[src/rtl/prog_fetch_unit.sv]
`default_nettype none
// ============================================================================
// Module      : prog_fetch_unit
// Description : Program counter and instruction-fetch stage. Addresses a
//               synchronous instruction ROM, splits each returned word into
//               opcode/operand for the decoder and resolves JMP, JZ, CALL and
//               RETURN locally with a return-address stack. Every taken
//               redirect is followed by exactly one squashed bubble cycle.
// Revision    : 1.0 - initial release
// ============================================================================
module prog_fetch_unit #(
    parameter int NBDATA = 32,
    parameter int NBOPCO = 6,
    parameter int NBOPER = 9,
    parameter int MINSTW = 9,
    parameter int SDEPTH = 8
) (
    input  logic                      clk,
    input  logic                      rst,
    output logic [MINSTW-1:0]         instr_addr,
    input  logic [NBOPCO+NBOPER-1:0]  instr_in,
    input  logic [NBDATA-1:0]         acc_in,
    output logic [NBOPCO-1:0]         opcode,
    output logic [NBOPER-1:0]         operand,
    output logic                      valid,
    output logic [$clog2(SDEPTH):0]   rs_depth,
    output logic                      rs_ovf,
    output logic                      rs_unf
);

    localparam int c_SPW  = $clog2(SDEPTH) + 1;
    localparam int c_SPAW = (SDEPTH > 1) ? $clog2(SDEPTH) : 1;

    localparam logic [NBOPCO-1:0] c_OP_JZ     = NBOPCO'(5);
    localparam logic [NBOPCO-1:0] c_OP_JMP    = NBOPCO'(6);
    localparam logic [NBOPCO-1:0] c_OP_CALL   = NBOPCO'(7);
    localparam logic [NBOPCO-1:0] c_OP_RETURN = NBOPCO'(8);

    // BOOT: ROM output not yet meaningful; RUN: instr_in valid;
    // FLUSH: instr_in is the wrong-path word behind a redirect.
    typedef enum logic [1:0] {
        S_BOOT  = 2'd0,
        S_RUN   = 2'd1,
        S_FLUSH = 2'd2
    } state_t;

    state_t              r_state;
    state_t              w_state_nxt;
    logic [MINSTW-1:0]   r_pc;
    logic [MINSTW-1:0]   r_ex_pc;
    logic [MINSTW-1:0]   w_pc_nxt;
    logic [MINSTW-1:0]   w_ret_addr;
    logic [MINSTW-1:0]   r_rs [SDEPTH];
    logic [c_SPW-1:0]    r_sp;
    logic [c_SPW-1:0]    w_sp_nxt;
    logic [c_SPAW-1:0]   w_wr_idx;
    logic [c_SPAW-1:0]   w_rd_idx;
    logic                r_ovf;
    logic                r_unf;
    logic                w_ovf_set;
    logic                w_unf_set;
    logic                w_push;
    logic                w_redirect;
    logic                w_stack_full;
    logic                w_stack_empty;
    logic                w_valid;
    logic [NBOPCO-1:0]   w_op;

    assign w_op          = instr_in[NBOPCO+NBOPER-1:NBOPER];
    assign w_valid       = (r_state == S_RUN);
    assign w_ret_addr    = r_ex_pc + MINSTW'(1);
    assign w_wr_idx      = c_SPAW'(r_sp);
    assign w_rd_idx      = c_SPAW'(r_sp - c_SPW'(1));
    assign w_stack_full  = (r_sp == c_SPW'(SDEPTH));
    assign w_stack_empty = (r_sp == '0);

    // Next-state, next-pc and stack control; redirects only act on a valid word.
    always_comb begin
        w_state_nxt = r_state;
        w_pc_nxt    = r_pc + MINSTW'(1);
        w_sp_nxt    = r_sp;
        w_redirect  = 1'b0;
        w_push      = 1'b0;
        w_ovf_set   = 1'b0;
        w_unf_set   = 1'b0;
        case (r_state)
            S_BOOT:  w_state_nxt = S_RUN;
            S_FLUSH: w_state_nxt = S_RUN;
            S_RUN: begin
                case (w_op)
                    c_OP_JMP: begin
                        w_redirect = 1'b1;
                        w_pc_nxt   = instr_in[MINSTW-1:0];
                    end
                    c_OP_JZ: begin
                        if (acc_in == '0) begin
                            w_redirect = 1'b1;
                            w_pc_nxt   = instr_in[MINSTW-1:0];
                        end
                    end
                    c_OP_CALL: begin
                        // The jump is taken even when the push has to be dropped.
                        w_redirect = 1'b1;
                        w_pc_nxt   = instr_in[MINSTW-1:0];
                        if (w_stack_full) begin
                            w_ovf_set = 1'b1;
                        end else begin
                            w_push   = 1'b1;
                            w_sp_nxt = r_sp + c_SPW'(1);
                        end
                    end
                    c_OP_RETURN: begin
                        // Underflow degrades to a fall-through no-op.
                        if (w_stack_empty) begin
                            w_unf_set = 1'b1;
                        end else begin
                            w_redirect = 1'b1;
                            w_pc_nxt   = r_rs[w_rd_idx];
                            w_sp_nxt   = r_sp - c_SPW'(1);
                        end
                    end
                    default: ;
                endcase
                w_state_nxt = w_redirect ? S_FLUSH : S_RUN;
            end
            default: w_state_nxt = S_BOOT;
        endcase
    end

    // Control registers: pc, fetch-address tracker, state, stack pointer, sticky flags.
    always_ff @(posedge clk or posedge rst) begin
        if (rst) begin
            r_state <= S_BOOT;
            r_pc    <= '0;
            r_ex_pc <= '0;
            r_sp    <= '0;
            r_ovf   <= 1'b0;
            r_unf   <= 1'b0;
        end else begin
            r_state <= w_state_nxt;
            r_pc    <= w_pc_nxt;
            r_ex_pc <= r_pc;
            r_sp    <= w_sp_nxt;
            if (w_ovf_set) r_ovf <= 1'b1;
            if (w_unf_set) r_unf <= 1'b1;
        end
    end

    // Return-address storage; contents are don't-care after reset.
    always_ff @(posedge clk) begin
        if (w_push) r_rs[w_wr_idx] <= w_ret_addr;
    end

    assign instr_addr = r_pc;
    assign valid      = w_valid;
    assign opcode     = w_valid ? w_op : c_OP_JMP;
    assign operand    = w_valid ? instr_in[NBOPER-1:0] : '0;
    assign rs_depth   = r_sp;
    assign rs_ovf     = r_ovf;
    assign rs_unf     = r_unf;

endmodule
`default_nettype wire

[config.mk]
export PLATFORM = sky130hd
export DESIGN_NAME = prog_fetch_unit
export DESIGN_NICKNAME = d
export VERILOG_FILES = /design/src/rtl/prog_fetch_unit.sv
export SDC_FILE = /design/constraint.sdc
export NUM_CORES = 1
export LEC_CHECK = 0
export CORE_MARGIN = 10
export CORE_UTILIZATION = 40
export DETAILED_ROUTE_END_ITERATION = 10
export PLACE_DENSITY_LB_ADDON = 0.25
export SLEW_MARGIN = 20
export SYNTH_ARGS = -nofsm -noshare
export SYNTH_HDL_FRONTEND = slang
export SYNTH_SLANG_ARGS = --single-unit
[constraint.sdc]
create_clock -name clk -period 3.3 [get_ports clk]
set_clock_uncertainty 0.2 [all_clocks]
set_input_delay 0.33 -clock clk [delete_from_list [all_inputs] [get_ports clk]]
set_output_delay 0.33 -clock clk [all_outputs]
set_load 0.02 [all_outputs]
Word level (Yosys, flattened, before mapping). Memories as Yosys holds them, arrays and structs flattened. Cells that the tools add are included.

Flip-flop bits (word level): 26. Word-level logic and storage cells: 53. RAM bits: 72. Output and inout port bits: 31. Memories kept: 1.

Memories: r_rs (depth 8, width 9, rd ports 1, clocked after Yosys merged registers in 0, write ports 1, line 53) `logic [MINSTW-1:0] r_rs [SDEPTH];`.

Muxes and demuxes: 26. Reduce and logical (&&, ||, !) cells: 7. Equality and inequality tests: 9. $add $sub $neg: 4.

Operator list (number): $mux W9 (4); $logic_not A32 Y1 (1); $pmux W9 S3 (1); $add A9 B1 Y9 const B (2); $eq A6 B3 Y1 const B (3); $mux W1 (14); $mux W4 (2); $pmux W4 S2 (1); $eq A6 B4 Y1 const B (1); $mux W6 (1); $add A4 B1 Y4 const B (1); $eq A4 B4 Y1 const B (1); $logic_not A4 Y1 (1); $ne A2 B2 Y1 const B (2); $pmux W2 S2 (1); $reduce_and A4 Y1 (1); $reduce_or A2 Y1 (2); $sub A4 B1 Y4 const B (1); $pmux W1 S3 (1); $eq A2 B1 Y1 const B (1); $eq A2 B2 Y1 const B (1); $logic_not A2 Y1 (1); $mux W2 (1); $reduce_bool A2 Y1 (1).

Longest topological paths before layout.
Depth in word-level cells: 6. Gate-level depth with buffers: 9.

Worst setup path after synthesis. Ideal clock, no wire load.

Kind: register to register. Start point: register r_sp[0] (netlist: rs_depth[0]). End point: register r_pc[2] (netlist: instr_addr[2]). Stages on the path, launching flop included: 10. Setup time: 0.138 ns. Arrival time: 2.537 ns. Slack: 0.425 ns. Path buffers: 3. Data required time: 2.962 ns. Cells stage by stage: dfrtp_1 buf_2 inv_1 ha_1 buf_2 clkbuf_1 mux4_2 mux2_2 nand2_1 o221ai_1.

Longest elaborated chain between the ends: 5. Elaborated cells on any way between the ends: 6.

RTL lines: from (decl) (line 54) `logic [c_SPW-1:0] r_sp;`; from (signal assigned) (line 143) `r_sp <= w_sp_nxt;`; $sub A4 B1 Y4; $mem_v2 Z8 W9; $mux W9 (*) (line 114) `if (w_stack_empty) begin`; $pmux W9 S3 (*) (line 90) `case (w_op)`; $mux W9 (*) (line 86) `case (r_state)`; net w_pc_nxt[2] (line 51) `logic [MINSTW-1:0] w_pc_nxt;`; to (signal assigned) (line 141) `r_pc <= w_pc_nxt;`; to (decl) (line 49) `logic [MINSTW-1:0] r_pc;`.

Mark *: on every way through the listed nets, which the timed path passes. The rest lies on a longest branch. A chain may end at the register's enable or synchronous reset.

Final worst setup path.
Start point: register r_state[1]. End point: output port operand[3].

Longest elaborated chain between the ends: 2.

RTL lines: from (decl) (line 47) `state_t r_state;`; from (signal assigned) (line 140) `r_state <= w_state_nxt;`; $eq A2 B1 Y1 (line 70) `assign w_valid = (r_state == S_RUN);`; $mux W9 (line 157) `assign operand = w_valid ? instr_in[NBOPER-1:0] : '0;`; to (decl) (line 24) `output logic [NBOPER-1:0] operand,`.

Every way passes these cells.

==> results.md <==
* Status: completed
* Final hold vios at 0
* Fin crit share at 0.7803
* Multiplexer share of the synthesized area at 0.1197
* RSZ-0062 raised after global routing: false
* Die area at 15380 um^2
* Top post-synthesis cells by area: edfxtp_1, dfrtp_1, mux4_2
* Final nets at 427
* Post-synthesis cell area at 4329 um^2
* Maximum fanout along the worst path at 17
* Synth Warn # at 0
* Ys flop type: edfxtp_1
* Lkg Pwr at 1.907 nW
* # Max-Cap Violations at 0
* Min-delay worst type: input pin to async pin
* Setup TNS at 0 ns
* CTS H-tree lvls at 3
* Via-to-Cell Ratio at roughly 5.3
* Final Util at 0.5312
* Width of the die at 124.0 um
* Drt first pass iters at 4
* Most frequent cells in the layout: clkdlybuf4s50_1, edfxtp_1, dfrtp_1, mux4_2
* Number of flops mapped to enable cells by yosys at between 70 and 80
* GRT Resource Usage Total at 0.1378
* Clk buf depth at 2
* Latest clock arrival within the worst-skew pair at between 0.3 and 0.4 ns
* Area share of the largest cell type after synthesis at 0.4994
* TritonCTS Buffers at 9
* Largest net degree at the start of global routing at 27
* Iter 0 DRT Violations at approximately 200
* Seq/Total Area, Yosys at 0.6497
* End of the worst register-to-register path: instr_addr[1]
* Area leader, netlist: edfxtp_1
* RR Startpoint: rs_depth[1]
* Distinct cells, synth at 41
* Synth Area in Adders at 0.01445
* Share of cells above drive strength 1 at 0.1640
* Initial Util at 0.4156
* Clock-pin transition on the worst setup and hold timing paths at ~0.11 ns
* Max Used Layer: met4
* Row Count at 37
* DR vias at approximately 2700
* WL/cell at 20.12 um
* Met2 wire length at 5.643 mm
* Post-route ant nets at 0
* Crit path kind: flip-flop to output port
* Largest family of logic cells by synthesized area: simple AND/OR/NAND/NOR gates
* Antenna diodes at 0
* Setup bufs post-CTS at 0
* Peak supply drop at 0.5584 mV
* Met3 WL at 626 um
* Synth Area in Simple Gates at 0.1208
* Complex-gate fraction of the synthesized area at 0.03902
* Critical Path RT at about 2.8 ns
* PwrDens at 785.3 nW/um^2
* Arrival @ worst endpoint at 2.04 ns
* Global route overflow at 0
* First-pass GRT wire length at 15.97 mm
* Layout area overhead at 27.80%
* Die Ht at ~120 um
* DR DRC count at 0
* XOR/XNOR share of the synthesized area at 0.04017
* Hold_buf cts at 0
* Worst setup path endpoint: operand[3]
* Worst Max-Slew Pin Slew at 0.9540 ns
* Maximum clock frequency at 0.3884 GHz
* PortBufs at 79
* Core Area at 10420 um^2
* M1 WL at 4.000 mm
* Vias in the first global route at ~2900
* Fillers at 878
* Reg2reg setup slack at between 0.8 and 0.9 ns
* Commonest non-fill, non-tap cell in the layout: clkdlybuf4s50_1
* Ys async rst share at 0.2653
* Initial antenna violation count at 0
* Crit path launch type: flip-flop
* CTS root buffer: clkbuf_8
* Post-cts resize count at 0
* Io pins at 80
* Post-detail-place hpwl at 7.631 mm
* Clock tree sinks at 98
* Slew Limit Fails at 0
* Net count after synthesis at 333
* Slew HR at 0.3600
* Setup crit end kind: output port
* Reg2reg path depth at 7
* Area post-placement at 5340 um^2
* Minimum clock period after layout at 2.575 ns
* Final setup fails at 0
* Final WL at 10.34 mm
* Gp weighted congestion at about 0.75
* Hold WS at 0.1535 ns
* Mean post-synth cell area at approximately 16 um^2
* CP startpoint: r_state[1]
* Post-Syn Instances at ~280
* Seq cells post-synth at 98
* Final Cell Area at ~5500 um^2
* CTS tree: done
-- cell type report --
class	count	area (um^2)	area share
clock buffers	10	137.6	0.02488
clock inverters	6	55.05	0.009950
inverters	8	30.03	0.005427
multi-input cells	165	1446	0.2614
flip-flops and latches	98	2813	0.5084
well taps	136	170.2	0.03076
repair buffers	91	880.8	0.1592
-- routing by layer --
layer | vias to the layer above | track usage
met5 | - | 0
li1 | 1263 | -
met3 | 6 | 0.03937
met1 | 1394 | 0.1695
met2 | 73 | 0.2354
met4 | 0 | 0.03237
-- flip-flops by register name (all words and copies together) (netlist names) --
register,count
rs_ovf,1
r_state,2
rs_depth,4
rs_unf,1
r_rs,72
r_ex_pc,9
instr_addr,9
-- critical path: stages (launching register included) --
cell             delay (ns)
dfrtp_1                0.39
nand2b_1               0.21
inv_1                  0.09
buf_4                  0.19
and2_1                 0.18
clkdlybuf4s50_1        0.62
-- cell usage after synthesis, types with 2 or more instances --
master	instances
a21oi_1	2
a41o_1	2
and2_1	16
and3_1	2
buf_2	5
clkbuf_1	2
dfrtp_1	26
edfxtp_1	72
ha_1	5
inv_1	8
mux2_2	9
mux4_2	18
nand2_1	16
nand2b_1	3
nand3_1	10
nand3b_1	3
nand4_1	8
nor2_1	10
nor3_1	4
nor4_1	7
o211ai_1	7
o21ai_0	8
o221ai_1	2
xnor2_1	10
xor2_1	8
-- where the power goes --
group | switching [W] | internal [W] | total, W | leakage (nW)
registers | 0.000188 | 0.00168 | 0.00187 | 0.952
clock network | 0.000438 | 0.000311 | 0.000749 | 0.0998
logic | 0.000925 | 0.000804 | 0.00173 | 0.856
total | 0.00155 | 0.00279 | 0.00434 | 1.91
-- worst min-delay path by stage --
stage,endpoint,cells after the start,startpoint
floorplan,instr_addr[0],1,rst
global placement,r_ex_pc[8],0,instr_addr[8]
detailed placement,r_ex_pc[8],0,instr_addr[8]
CTS,r_ex_pc[8],0,instr_addr[8]
global route,instr_addr[5],2,rst
finish,r_ex_pc[5],2,rst
-- cell families (layout without fill, tap and decap cells) --
group           after synthesis  in the layout
xor+xnor                     19             19
simple gates                 89             89
mux                          28             28
buf+inv                      16            115
fa+ha+maj                     5              5
compound gates               24             24
flops                        98             98
-- stage by stage --
stage               power (W)  cells  setup slack (ns)
detailed placement   0.003663    498            0.4527
global placement     0.003636    498            0.5506
finish               0.004345    514            0.7251
CTS                  0.004416    514            0.7007
global route         0.004610    514            0.5717
floorplan            0.002962    279            0.4252
No activity file was read; power rests on OpenSTA's default activity.
